## src/rtl/lsu_req_initiator.sv

```systemverilog
// LSU request initiator: tags core requests with reorder-slot indices, runs the
// instruction/data handshake to memory, and retires completions in program order.
module lsu_req_initiator #(
  parameter int TAG_WIDTH = 10,
  parameter int DEPTH     = 4
) (
  input  logic                     clk,
  input  logic                     rst_N,
  input  logic                     req_valid,
  output logic                     req_ready,
  input  logic                     req_is_write,
  input  logic [63:0]              req_addr,
  input  logic [63:0]              req_value,
  output logic                     lsu_proc_instr_valid,
  output logic [TAG_WIDTH-1:0]     lsu_proc_instr_tag,
  output logic                     lsu_proc_instr_is_write,
  input  logic                     lsu_proc_instr_ready,
  output logic                     lsu_proc_data_valid,
  output logic [TAG_WIDTH-1:0]     lsu_proc_data_tag,
  output logic [63:0]              lsu_proc_addr,
  output logic [63:0]              lsu_proc_value,
  input  logic                     lsu_proc_data_ready,
  input  logic                     lsu_completion_valid,
  input  logic [TAG_WIDTH-1:0]     lsu_completion_tag,
  input  logic [63:0]              lsu_completion_value,
  output logic                     resp_valid,
  input  logic                     resp_ready,
  output logic                     resp_is_write,
  output logic [63:0]              resp_value,
  output logic [$clog2(DEPTH):0]   outstanding,
  output logic                     spurious_cpl
);

  localparam int PTR_W = $clog2(DEPTH);
  localparam int CNT_W = PTR_W + 1;

  typedef enum logic [1:0] {IDLE = 2'b00, INSTR = 2'b01, DATA = 2'b10} fsm_t;
  typedef enum logic [1:0] {FREE, ISSUING, WAIT, DONE} slot_t;

  fsm_t             state, state_nxt;
  slot_t            slot_st  [DEPTH];
  logic             slot_wr  [DEPTH];
  logic [63:0]      slot_val [DEPTH];
  logic [PTR_W-1:0] head, tail, iss_idx, cpl_idx;
  logic [CNT_W-1:0] count;
  logic             iss_wr;
  logic [63:0]      iss_addr, iss_value;
  logic             accept, instr_done, data_done, pop, cpl_in_range, cpl_hit;

  always_ff @(posedge clk or negedge rst_N) begin
    if (!rst_N) state <= IDLE;
    else        state <= state_nxt;
  end

  always_comb begin
    state_nxt = state;
    case (state)
      IDLE:    if (accept)     state_nxt = INSTR;
      INSTR:   if (instr_done) state_nxt = DATA;
      DATA:    if (data_done)  state_nxt = IDLE;
      default:                 state_nxt = IDLE;
    endcase
  end

  always_comb begin
    req_ready            = 1'b0;
    lsu_proc_instr_valid = 1'b0;
    lsu_proc_data_valid  = 1'b0;
    case (state)
      IDLE:    req_ready            = (count < CNT_W'(DEPTH));
      INSTR:   lsu_proc_instr_valid = 1'b1;
      DATA:    lsu_proc_data_valid  = 1'b1;
      default: ;
    endcase
  end

  assign accept     = req_valid && req_ready;
  assign instr_done = lsu_proc_instr_valid && lsu_proc_instr_ready;
  assign data_done  = lsu_proc_data_valid && lsu_proc_data_ready;

  // A completion is only legal for a slot that finished both phases and has no result yet.
  assign cpl_idx      = lsu_completion_tag[PTR_W-1:0];
  assign cpl_in_range = (32'(lsu_completion_tag) < 32'(DEPTH));
  assign cpl_hit      = lsu_completion_valid && cpl_in_range && (slot_st[cpl_idx] == WAIT);

  assign resp_valid    = (slot_st[head] == DONE);
  assign resp_is_write = resp_valid && slot_wr[head];
  assign resp_value    = resp_valid ? slot_val[head] : 64'd0;
  assign pop           = resp_valid && resp_ready;

  assign lsu_proc_instr_tag      = TAG_WIDTH'(iss_idx);
  assign lsu_proc_data_tag       = TAG_WIDTH'(iss_idx);
  assign lsu_proc_instr_is_write = iss_wr;
  assign lsu_proc_addr           = iss_addr;
  assign lsu_proc_value          = iss_value;
  assign outstanding             = count;

  always_ff @(posedge clk or negedge rst_N) begin
    if (!rst_N) begin
      head         <= '0;
      tail         <= '0;
      count        <= '0;
      iss_idx      <= '0;
      iss_wr       <= 1'b0;
      iss_addr     <= '0;
      iss_value    <= '0;
      spurious_cpl <= 1'b0;
      for (int i = 0; i < DEPTH; i++) slot_st[i] <= FREE;
    end else begin
      if (accept) begin
        slot_st[tail] <= ISSUING;
        iss_idx       <= tail;
        iss_wr        <= req_is_write;
        iss_addr      <= req_addr;
        iss_value     <= req_value;
        tail          <= tail + 1'b1;
      end
      if (data_done) slot_st[iss_idx] <= WAIT;
      if (cpl_hit) slot_st[cpl_idx] <= DONE;
      if (lsu_completion_valid && !cpl_hit) spurious_cpl <= 1'b1;
      if (pop) begin
        slot_st[head] <= FREE;
        head          <= head + 1'b1;
      end
      case ({accept, pop})
        2'b10:   count <= count + 1'b1;
        2'b01:   count <= count - 1'b1;
        default: ;
      endcase
    end
  end

  // Slot payload is qualified by slot state, so it carries no reset.
  always_ff @(posedge clk) begin
    if (accept) slot_wr[tail] <= req_is_write;
    if (cpl_hit) slot_val[cpl_idx] <= slot_wr[cpl_idx] ? 64'd0 : lsu_completion_value;
  end

endmodule

```

## config.mk

```make
export PLATFORM = sky130hd
export DESIGN_NAME = lsu_req_initiator
export DESIGN_NICKNAME = d
export VERILOG_FILES = /design/src/rtl/lsu_req_initiator.sv
export SDC_FILE = /design/constraint.sdc
export NUM_CORES = 1
export LEC_CHECK = 0
export ABC_AREA = 1
export BUFFER_PORTS_ARGS = -buffer_cell sky130_fd_sc_hd__buf_2
export CAP_MARGIN = 20
export CORE_ASPECT_RATIO = 2
export CORE_MARGIN = 10
export CORE_UTILIZATION = 50
export CTS_BUF_LIST = sky130_fd_sc_hd__clkbuf_8
export CTS_CLUSTER_DIAMETER = 40
export DETAILED_ROUTE_END_ITERATION = 10
export PLACE_DENSITY = 0.86
export SYNTH_ARGS = -nofsm -noshare
export SYNTH_HDL_FRONTEND = slang
export SYNTH_SLANG_ARGS = --single-unit
```

## constraint.sdc

```tcl
create_clock -name clk -period 2.6 [get_ports clk]
set_clock_uncertainty 0.2 [all_clocks]
set_input_delay 0.13 -clock clk [delete_from_list [all_inputs] [get_ports clk]]
set_output_delay 0.13 -clock clk [all_outputs]
set_load 0.005 [all_outputs]
```

# Word-level counts from Yosys, hierarchy flattened
# Memory sizes are Yosys's and may differ from the RTL's.
# Index checks and enable logic that the tools add are counted.
# W data, S select, Z words.
# totals
mem_count	2
in_bits	210
ff_bits	149
ramBits	260
# memory_table
memory	words	width	rd	rd_clocked_by_memory_dff	write_ports	line	rtl
slot_val	4	64	1	0	1	43	logic [63:0] slot_val [DEPTH];
slot_wr	4	1	2	0	1	42	logic slot_wr [DEPTH];
# classes
addsub	4
bitwise_logic	13
n_lt_le_gt_ge	10
n_mux	32
n_eq_ne	9
n_reduce_logical	16
# ops
op	n
$mux W64	2
$mux W8	4
$mux W2	11
$demux W2 S2	4
$ge A3 B3 Y1 const B	4
$logic_and A1 B1 Y1	12
$lt A3 B1 Y1 const B	4
$not A2 Y3	4
$lt A10 B3 Y1 const B	1
$and A4 B4 Y4	2
$and A8 B8 Y8	1
$bmux W2 S2	2
$eq A2 B2 Y1 const B	4
$not A4 Y4	2
$not A8 Y8	1
$or A4 B4 Y4	2
$or A8 B8 Y8	1
$mux W1	7
$ne A2 B2 Y1 const B	3
$pmux W2 S3	1
$pmux W3 S2	1
$add A2 B1 Y2 const B	2
$eq A2 B1 Y1 const B	2
$add A3 B1 Y3 const B	1
other kinds (6)	6

# Depth between registers and ports, before layout
# Gate-level depths: netlist of run 1.
# depth
word_depth	14
mapped_depth	14
mapped_depth_nobuf	12

# Least setup slack after synthesis of run 1
# Ideal clock, no wire load.
# synth_path
path_kind	flip-flop to flip-flop
startpoint	reg slot_st[4] (netlist bit)
endpoint	mem slot_val[0][0], enable pin
synth_period_minus_slack_ps	2756
setup_slack_ps	-156
path_buffers	0
t_arrival_ps	2139
setup_time_ps	418
path_stages_with_launch	6
path_cell_list	dfrtp_1 > nand3_1 > nand3_1 > nor2_1 > nand4_1 > inv_1
# synth_between
elab_chain_len	7
# synth_lines
item	line	rtl
start, declared	41	slot_t slot_st [DEPTH];
start signal, assigned by index	111	slot_st[tail] <= ISSUING;
start signal, assigned by index	118	if (data_done) slot_st[iss_idx] <= WAIT;
start signal, assigned by index	119	if (cpl_hit) slot_st[cpl_idx] <= DONE;
$bmux W2 S2	84	assign cpl_hit = lsu_completion_valid && cpl_in_range && (slot_st[cpl_idx] == WAIT);
$mux W2 (implied by the code) (2 in series)	84	
$eq A2 B2 Y1	84	
$logic_and A1 B1 Y1	84	
$mux W1 (2 in series)	136	if (cpl_hit) slot_val[cpl_idx] <= slot_wr[cpl_idx] ? 64'd0 : lsu_completion_value;
end, declared	43	
# No other way between the ends. The select of a mux whose other input is x is not followed.

# Final worst setup path of run 1
# layout_path
startpoint	reg head[0]
endpoint	reg count[2] (netlist: outstanding[2])
# layout_between
elab_chain_len	8
word_cells_on_any_way	10
classes_between	eq/ne: 3; mux: 4; bitwise: 1; reduce/logical: 2
# layout_lines
item	line	rtl
start, declared	44	logic [PTR_W-1:0] head, tail, iss_idx, cpl_idx;
start signal, assigned	123	head <= head + 1'b1;
$not A2 Y3 (implied by the code) (*)	86	assign resp_valid = (slot_st[head] == DONE);
$bmux W2 S2 (*)	86	
$mux W2 (implied by the code) (*) (2 in series)	86	
$eq A2 B2 Y1 (*)	86	
$logic_and A1 B1 Y1 (*)	89	assign pop = resp_valid && resp_ready;
$eq A2 B1 Y1 / $eq A2 B2 Y1 (equally long branches)	125	case ({accept, pop})
$pmux W3 S2 / $reduce_bool A2 Y1 (equally long branches)	--	
end signal, assigned	126	2'b10: count <= count + 1'b1;
end signal, assigned	127	2'b01: count <= count - 1'b1;
end, declared	45	logic [CNT_W-1:0] count;
# Mark *: on every way between the ends. The rest lies on a longest branch, timed or not. The select of a mux whose other input is x is not followed.
# A chain may end at the register's enable or synchronous reset.

==> run_results.csv, run 1 <==
group,metric,value,unit
placement,place_area,19600,µm²
placement,place.gp.congestion,0.867,
placement,dpl.cell_count,2165,
finish,synthToLayoutAreaGrowth,38.1,%
worst_setup_path,startpoint_type,"flip-flop",
grt,grtUsageTotal,27.2,%
min_path,worstHoldEndpoint,"lsu_proc_addr[14]",
timing,setup_viol,2,
floorplan,ioPinCount,432,
floorplan,die_y,281,µm
finish,multi_input_area,4700,µm²
finish,final_common_cell,"buf_2",
grt,grt_pass1_wl,87900,µm
timing,hold_viol,0,
floorplan,core_area,33600,µm²
synthesis,syn_area_per_cell,12.5,µm²
worst_setup_path,worstReg2RegEnd,"outstanding[2]",
worst_setup_path,path_class,"reg2reg",
status,violations,"negative setup slack",
job,cap_violations,0,
synthesis,synth_edf_count,260,
timing,fmaxAchievable,0.375,GHz
synthesis,synth.area.top_cells,"edfxtp_1, dfrtp_1, nor2_1, mux2_1, o21ai_0",
route,drt_wl_total,59700,µm
worst_setup_path,crit_arrival,2.94,ns
synthesis,postSynthRegisterBits,409,
finish,fin_util,69.8,%
synthesis,ys.flop_type,"edfxtp_1",
clock_tree,clock_latency,0.63,ns
clock_tree,path_clk_slew,0.08,ns
route,first_iter_violations,1334,
synthesis,syn_area,17000,µm²
timing,relSlewSlack,46.0,%
worst_setup_path,crit_required,2.87,ns
finish,layout-drive-gt1-share,32.5,%
floorplan,die_w,150,µm
grt,globalRouteMet2Util,47.0,%
timing,worst_slew_pin_slew,0.810,ns
synthesis,yosysTopAreaCellShare,45.9,%
route,drtPass1Iterations,6,
grt,grt-busiest-layer,"met2",
route,ant_nets,0,
min_path,hold_class,"in2reg",
synthesis,ys_seq_area_share,67.8,%
floorplan,fp-row-count,95,
finish,layout_common_cells,"buf_2, nor2_1, edfxtp_1",
timing,post-route-period-util,103,%
clock_tree,cts.sinks,409,
grt,met3_usage,7.70,%
clock_tree,cts_buffer_depth,3,
timing,rsz0062_at_grt,"true",
synthesis,synthCells,1359,
worst_setup_path,r2r-start,"head[0]",
finish,fin_nets,2228,
clock_tree,cts_root_buf,"clkbuf_8",
power,power,0.0245,W
route,drc,0,
synthesis,yosysTopAreaCell,"edfxtp_1",
route,vias_per_cell,5.47,
finish,final_cells,2501,
power,cellPowerDensity,1040,nW/µm²
timing,drv_slew,0,
min_path,whs_path_depth,3,
timing,whs,0.0763,ns
grt,overflow,0,
grt,grt_max_degree,140,
placement,hpwl,34400,µm
clock_tree,cts_buffers,53,
status,outcome,"complete, but fails checks",
grt,first_global_vias,14800,
power,peakVddDrop,897,µV
finish,fillers,2058,
finish,regArea,11500,µm²
synthesis,yosysWarnings,0,
power,leakage,10.0,nW
worst_setup_path,cp-end-kind,"flip-flop",
synthesis,synth.distinct_cells,33,
clock_tree,htree_levels,2,
floorplan,die_area,42200,µm²
grt,global_route.usage.met1,29.4,%
synthesis,async_flop_share,36.4,%
worst_setup_path,worst-r2r-setup-slack,-0.07,ns
worst_setup_path,r2r_cells,12,
worst_setup_path,crit_fanout,6,
timing,setup_slack,-0.0676,ns
min_path,hp-start,"req_addr[14]",
route,wl_per_cell,23.9,µm
floorplan,start_util,50.5,%
route,vias,13700,
finish,stdcell_area,23500,µm²
placement,port_buffers,415,
clock_tree,cts_tree,"built",
grt,antenna_found_initial,7,
timing,min_period,2.67,ns
[synth_stat cells, types with 2 or more instances]
library cell	count
nand3_1	14
inv_2	2
buf_6	24
nand4_1	5
nor2_1	337
buf_2	27
xor2_1	3
o31ai_1	2
nand2_1	28
buf_4	18
mux2_1	90
nand2_2	3
inv_1	101
buf_1	3
clkbuf_1	17
dfrtp_1	149
a21oi_1	30
ha_1	9
a21oi_2	50
edfxtp_1	260
o21ai_0	134
mux2_2	39
nor3_1	4
[critical path: stages, from the launching register on]
cell      delay, ns
dfrtp_4        0.52
clkinv_8       0.12
nand3_1        0.11
nand3_2        0.14
nand2_8        0.17
inv_2          0.06
nand2_2        0.07
inv_2          0.06
ha_2           0.20
fa_2           0.36
a21oi_1        0.19
o21ai_1        0.14
xor2_1         0.16
[how the worst max path moves through the flow]
stage	from	endpoint	slack, ns	cells past startpoint
final	head[0]	outstanding[2]	-0.07	12
after global routing	head[0]	resp_value[10]	-0.14	7
after CTS	head[0]	resp_value[8]	-0.01	7
after detailed placement	head[0]	outstanding[2]	0.17	11
after global placement	head[0]	outstanding[2]	0.15	11
after floorplan	head[0]	outstanding[2]	0.25	14
[final cells by class]
type,count,share of cell area [%]
Sequential cell,409,49.1
Timing Repair Buffer,668,21.2
Multi-Input combinational cell,772,20.0
Clock buffer,55,3.22
Tap cell,436,2.32
Clock inverter,43,2.18
Inverter,104,1.78
Antenna cell,14,0.149
[through the flow]
step,worst slack (ns),setup TNS (ns)
after floorplan,0.253,0
after global placement,0.152,0
after detailed placement,0.169,0
after CTS,-0.0146,-0.0424
after global routing,-0.135,-0.485
final,-0.0676,-0.118
[registers in the layout, summed over array words and instances, names as in the netlist, 2 cells and up]
| signal | count |
|---|---|
| slot_val | 256 |
| slot_st | 8 |
| tail | 2 |
| iss_idx | 2 |
| state | 2 |
| lsu_proc_addr | 64 |
| head | 2 |
| lsu_proc_value | 64 |
| slot_wr | 4 |
| outstanding | 3 |
[what timing repair did]
item	in CTS	in global routing
gates cloned	5	3
endpoints found under the hold margin	556	0
pin swaps	1	6
setup endpoints to repair	57	61
buffers inserted	4	2
resized for setup	27	55
hold buffers	211	0
[cell families after synthesis]
logic type,count (synthesis),share of synthesized area (%)
flip-flops,409,67.8
AND/OR/NAND/NOR,392,8.94
AO/OA/AOI/OAI,220,7.65
buffers and inverters,193,5.93
multiplexers,130,8.63
adder cells (fa/ha/maj),10,0.780
XOR/XNOR,4,0.206
other,1,0.0221
[report_power, final]
part | switching, W | total [W] | internal (W)
logic | 0.00570 | 0.00974 | 0.00404
clock network | 0.00250 | 0.00570 | 0.00319
registers | 0.000849 | 0.00903 | 0.00818
total | 0.00905 | 0.0245 | 0.0154
[routing by layer]
| layer | wire [µm] | vias to the layer above |
|---|---|---|
| met2 | 30400 | 961 |
| li1 | - | 5910 |
| met1 | 19800 | 6561 |
| met4 | 3640 | 0 |
| met5 | 0 | - |
| met3 | 5830 | 260 |
No activity file was read; power rests on OpenSTA's default activity.
==> run 2: changes to the inputs <==
CORE_ASPECT_RATIO = 1.2   (was 2)
clock period = 2.33 ns   (was 2.6 ns; I/O delays follow)
==> run 2 against run 1 <==
Net effect:
- the flow still finishes with violations (negative setup slack)
- utilization rose by 2.1 points
- count of clock-buffer cells in the layout up 7
- total power grew 16%
- non-clock buffer count grew 27
- final cell count rose by 2.0%
- routed wire length up 10%
- critical path type is now reg2out
==> run_results.csv, run 2 (synthesis results as in run 1) <==
group,metric,value,unit
route,first_iter_violations,1551,
floorplan,die_w,188,µm
worst_setup_path,startpoint_type,"flip-flop",
min_path,worstHoldEndpoint,"lsu_proc_addr[0]",
route,drtPass1Iterations,6,
grt,antenna_found_initial,11,
worst_setup_path,cp_slowest_cell,"dfrtp_4",
finish,fillers,1926,
timing,min_period,2.60,ns
min_path,hold_class,"in2reg",
route,vias,14300,
placement,hpwl,34200,µm
grt,overflow,0,
timing,finalSetupTns,-10.89,ns
finish,synthToLayoutAreaGrowth,41.0,%
worst_setup_path,critPathMostFrequentCell,"nor2_1",
timing,hold_viol,0,
finish,fin_nets,2261,
clock_tree,cts_buffer_depth,3,
placement,place.gp.congestion,0.941,
placement,port_buffers,415,
worst_setup_path,r2r_cells,11,
floorplan,fp-row-count,73,
route,drt_wl_total,65800,µm
timing,whs,0.0334,ns
grt,grt_max_degree,140,
worst_setup_path,slowest_delay,0.51,ns
power,peakVddDrop,1010,µV
timing,relSlewSlack,49.5,%
worst_setup_path,crit_arrival,2.28,ns
floorplan,die_y,222,µm
clock_tree,cts_root_buf,"clkbuf_8",
status,violations,"negative setup slack",
placement,dp_slack,0.0278,ns
finish,final_common_cell,"buf_2",
worst_setup_path,path_class,"reg2out",
grt,grt_pass1_wl,90000,µm
grt,grtUsageTotal,27.8,%
power,cellPowerDensity,1190,nW/µm²
worst_setup_path,path_cells,"buf_12 -> buf_16 -> nor2_1 -> nor2_1 -> o21ai_0 -> a21oi_2 -> buf_2",
floorplan,core_area,33300,µm²
power,leakage,10.3,nW
finish,layout_common_cells,"buf_2, nor2_1, edfxtp_1",
worst_setup_path,cp-end-kind,"primary output",
grt,first_global_vias,14900,
status,outcome,"complete, but fails checks",
job,cap_violations,0,
min_path,hp-start,"req_addr[0]",
worst_setup_path,crit_fanout,16,
clock_tree,cts.sinks,409,
timing,fmaxAchievable,0.385,GHz
route,vias_per_cell,5.61,
finish,final_cells,2550,
worst_setup_path,r2r-start,"head[0]",
route,wl_per_cell,25.8,µm
floorplan,die_area,41800,µm²
timing,setup_slack,-0.269,ns
finish,fin_util,71.9,%
min_path,whs_path_depth,3,
route,drc,0,
clock_tree,cts_buffers,59,
clock_tree,htree_levels,2,
timing,drv_slew,0,
floorplan,ioPinCount,432,
route,ant_nets,0,
worst_setup_path,worst-r2r-setup-slack,-0.06,ns
timing,post-route-period-util,112,%
clock_tree,cts_tree,"built",
finish,largest_register_ffs,256,
timing,setup_viol,66,
floorplan,start_util,51.0,%
timing,rsz0062_at_grt,"true",
clock_tree,clock_latency,0.64,ns
finish,top_register,"slot_val",
finish,layout-drive-gt1-share,33.5,%
worst_setup_path,crit_required,2.01,ns
placement,dpl.cell_count,2184,
clock_tree,path_clk_slew,0.06,ns
worst_setup_path,worstReg2RegEnd,"outstanding[2]",
timing,worst_slew_pin_slew,0.757,ns
-- run 2: cell count changes in the layout (fill, tap and decap cells not counted), sizes merged --
cell / before / now
diode: 14 / 13
buf: 455 / 468
inv: 111 / 120
dlymetal6s4s: 0 / 1
clkinvlp: 7 / 5
dlygate4sd3: 210 / 212
bufinv: 12 / 2
clkbuf: 58 / 76
clkinv: 17 / 22
-- run 2: timing repair --
item / in CTS / in global routing
endpoints found under the hold margin: 557 / 0
gates resized for setup: 82 / 61
hold buffers: 214 / 0
buffers inserted: 3 / 2
setup endpoints to repair: 66 / 107
gates cloned: 10 / 17
pin swaps: 4 / 5
-- run 2: power breakdown --
group	internal, W	total (W)	switching, W
Clock	0.00270	0.00556	0.00286
Combinational	0.00551	0.0128	0.00726
Sequential	0.00913	0.0102	0.00103
-- run 2: worst max-delay path: cells and delay by family (launching register included) --
family | cells | cell delay, ns
buf+inv | 3 | 0.54
flops | 1 | 0.51
compound gates | 2 | 0.37
simple gates | 2 | 0.22
-- run 2: worst max path at each step --
| stage | cells after the start | to | startpoint | slack [ns] |
|---|---|---|---|---|
| finish | 7 | resp_value[25] | head[0] | -0.27 |
| global route | 7 | resp_value[25] | head[0] | -0.34 |
| CTS | 6 | resp_value[9] | head[0] | -0.18 |
| detailed placement | 11 | outstanding[2] | head[0] | 0.03 |
| global placement | 11 | outstanding[2] | head[0] | -0.04 |
| floorplan | 14 | outstanding[2] | head[0] | 0.01 |
-- run 2: final cells by class --
type	instances	area (µm²)	area share, %
diodes	13	32.5	0.136
repair buffers	695	5490	22.9
clock buffers	62	853	3.56
clock inverters	45	259	1.08
inverters	104	418	1.74
well taps	450	563	2.35
multi-input cells	772	4810	20.1
flip-flops and latches	409	11500	48.1
-- run 2: metal layers --
metal  vias to the layer above  GRT usage [%]  share of wire, %
li1                       5982              -                 -
met1                      6873           31.0                33
met2                      1164           47.4                49
met3                       281           7.98                11
met4                         6           14.8               6.1
met5                         -              0             0.058
-- run 2: through the flow --
stage,total power (W),area (µm²)
after global routing,0.0296,24000
after global placement,0.0186,19600
after floorplan,0.0153,17100
after CTS,0.0262,23400
final,0.0285,24000
after detailed placement,0.0189,19600
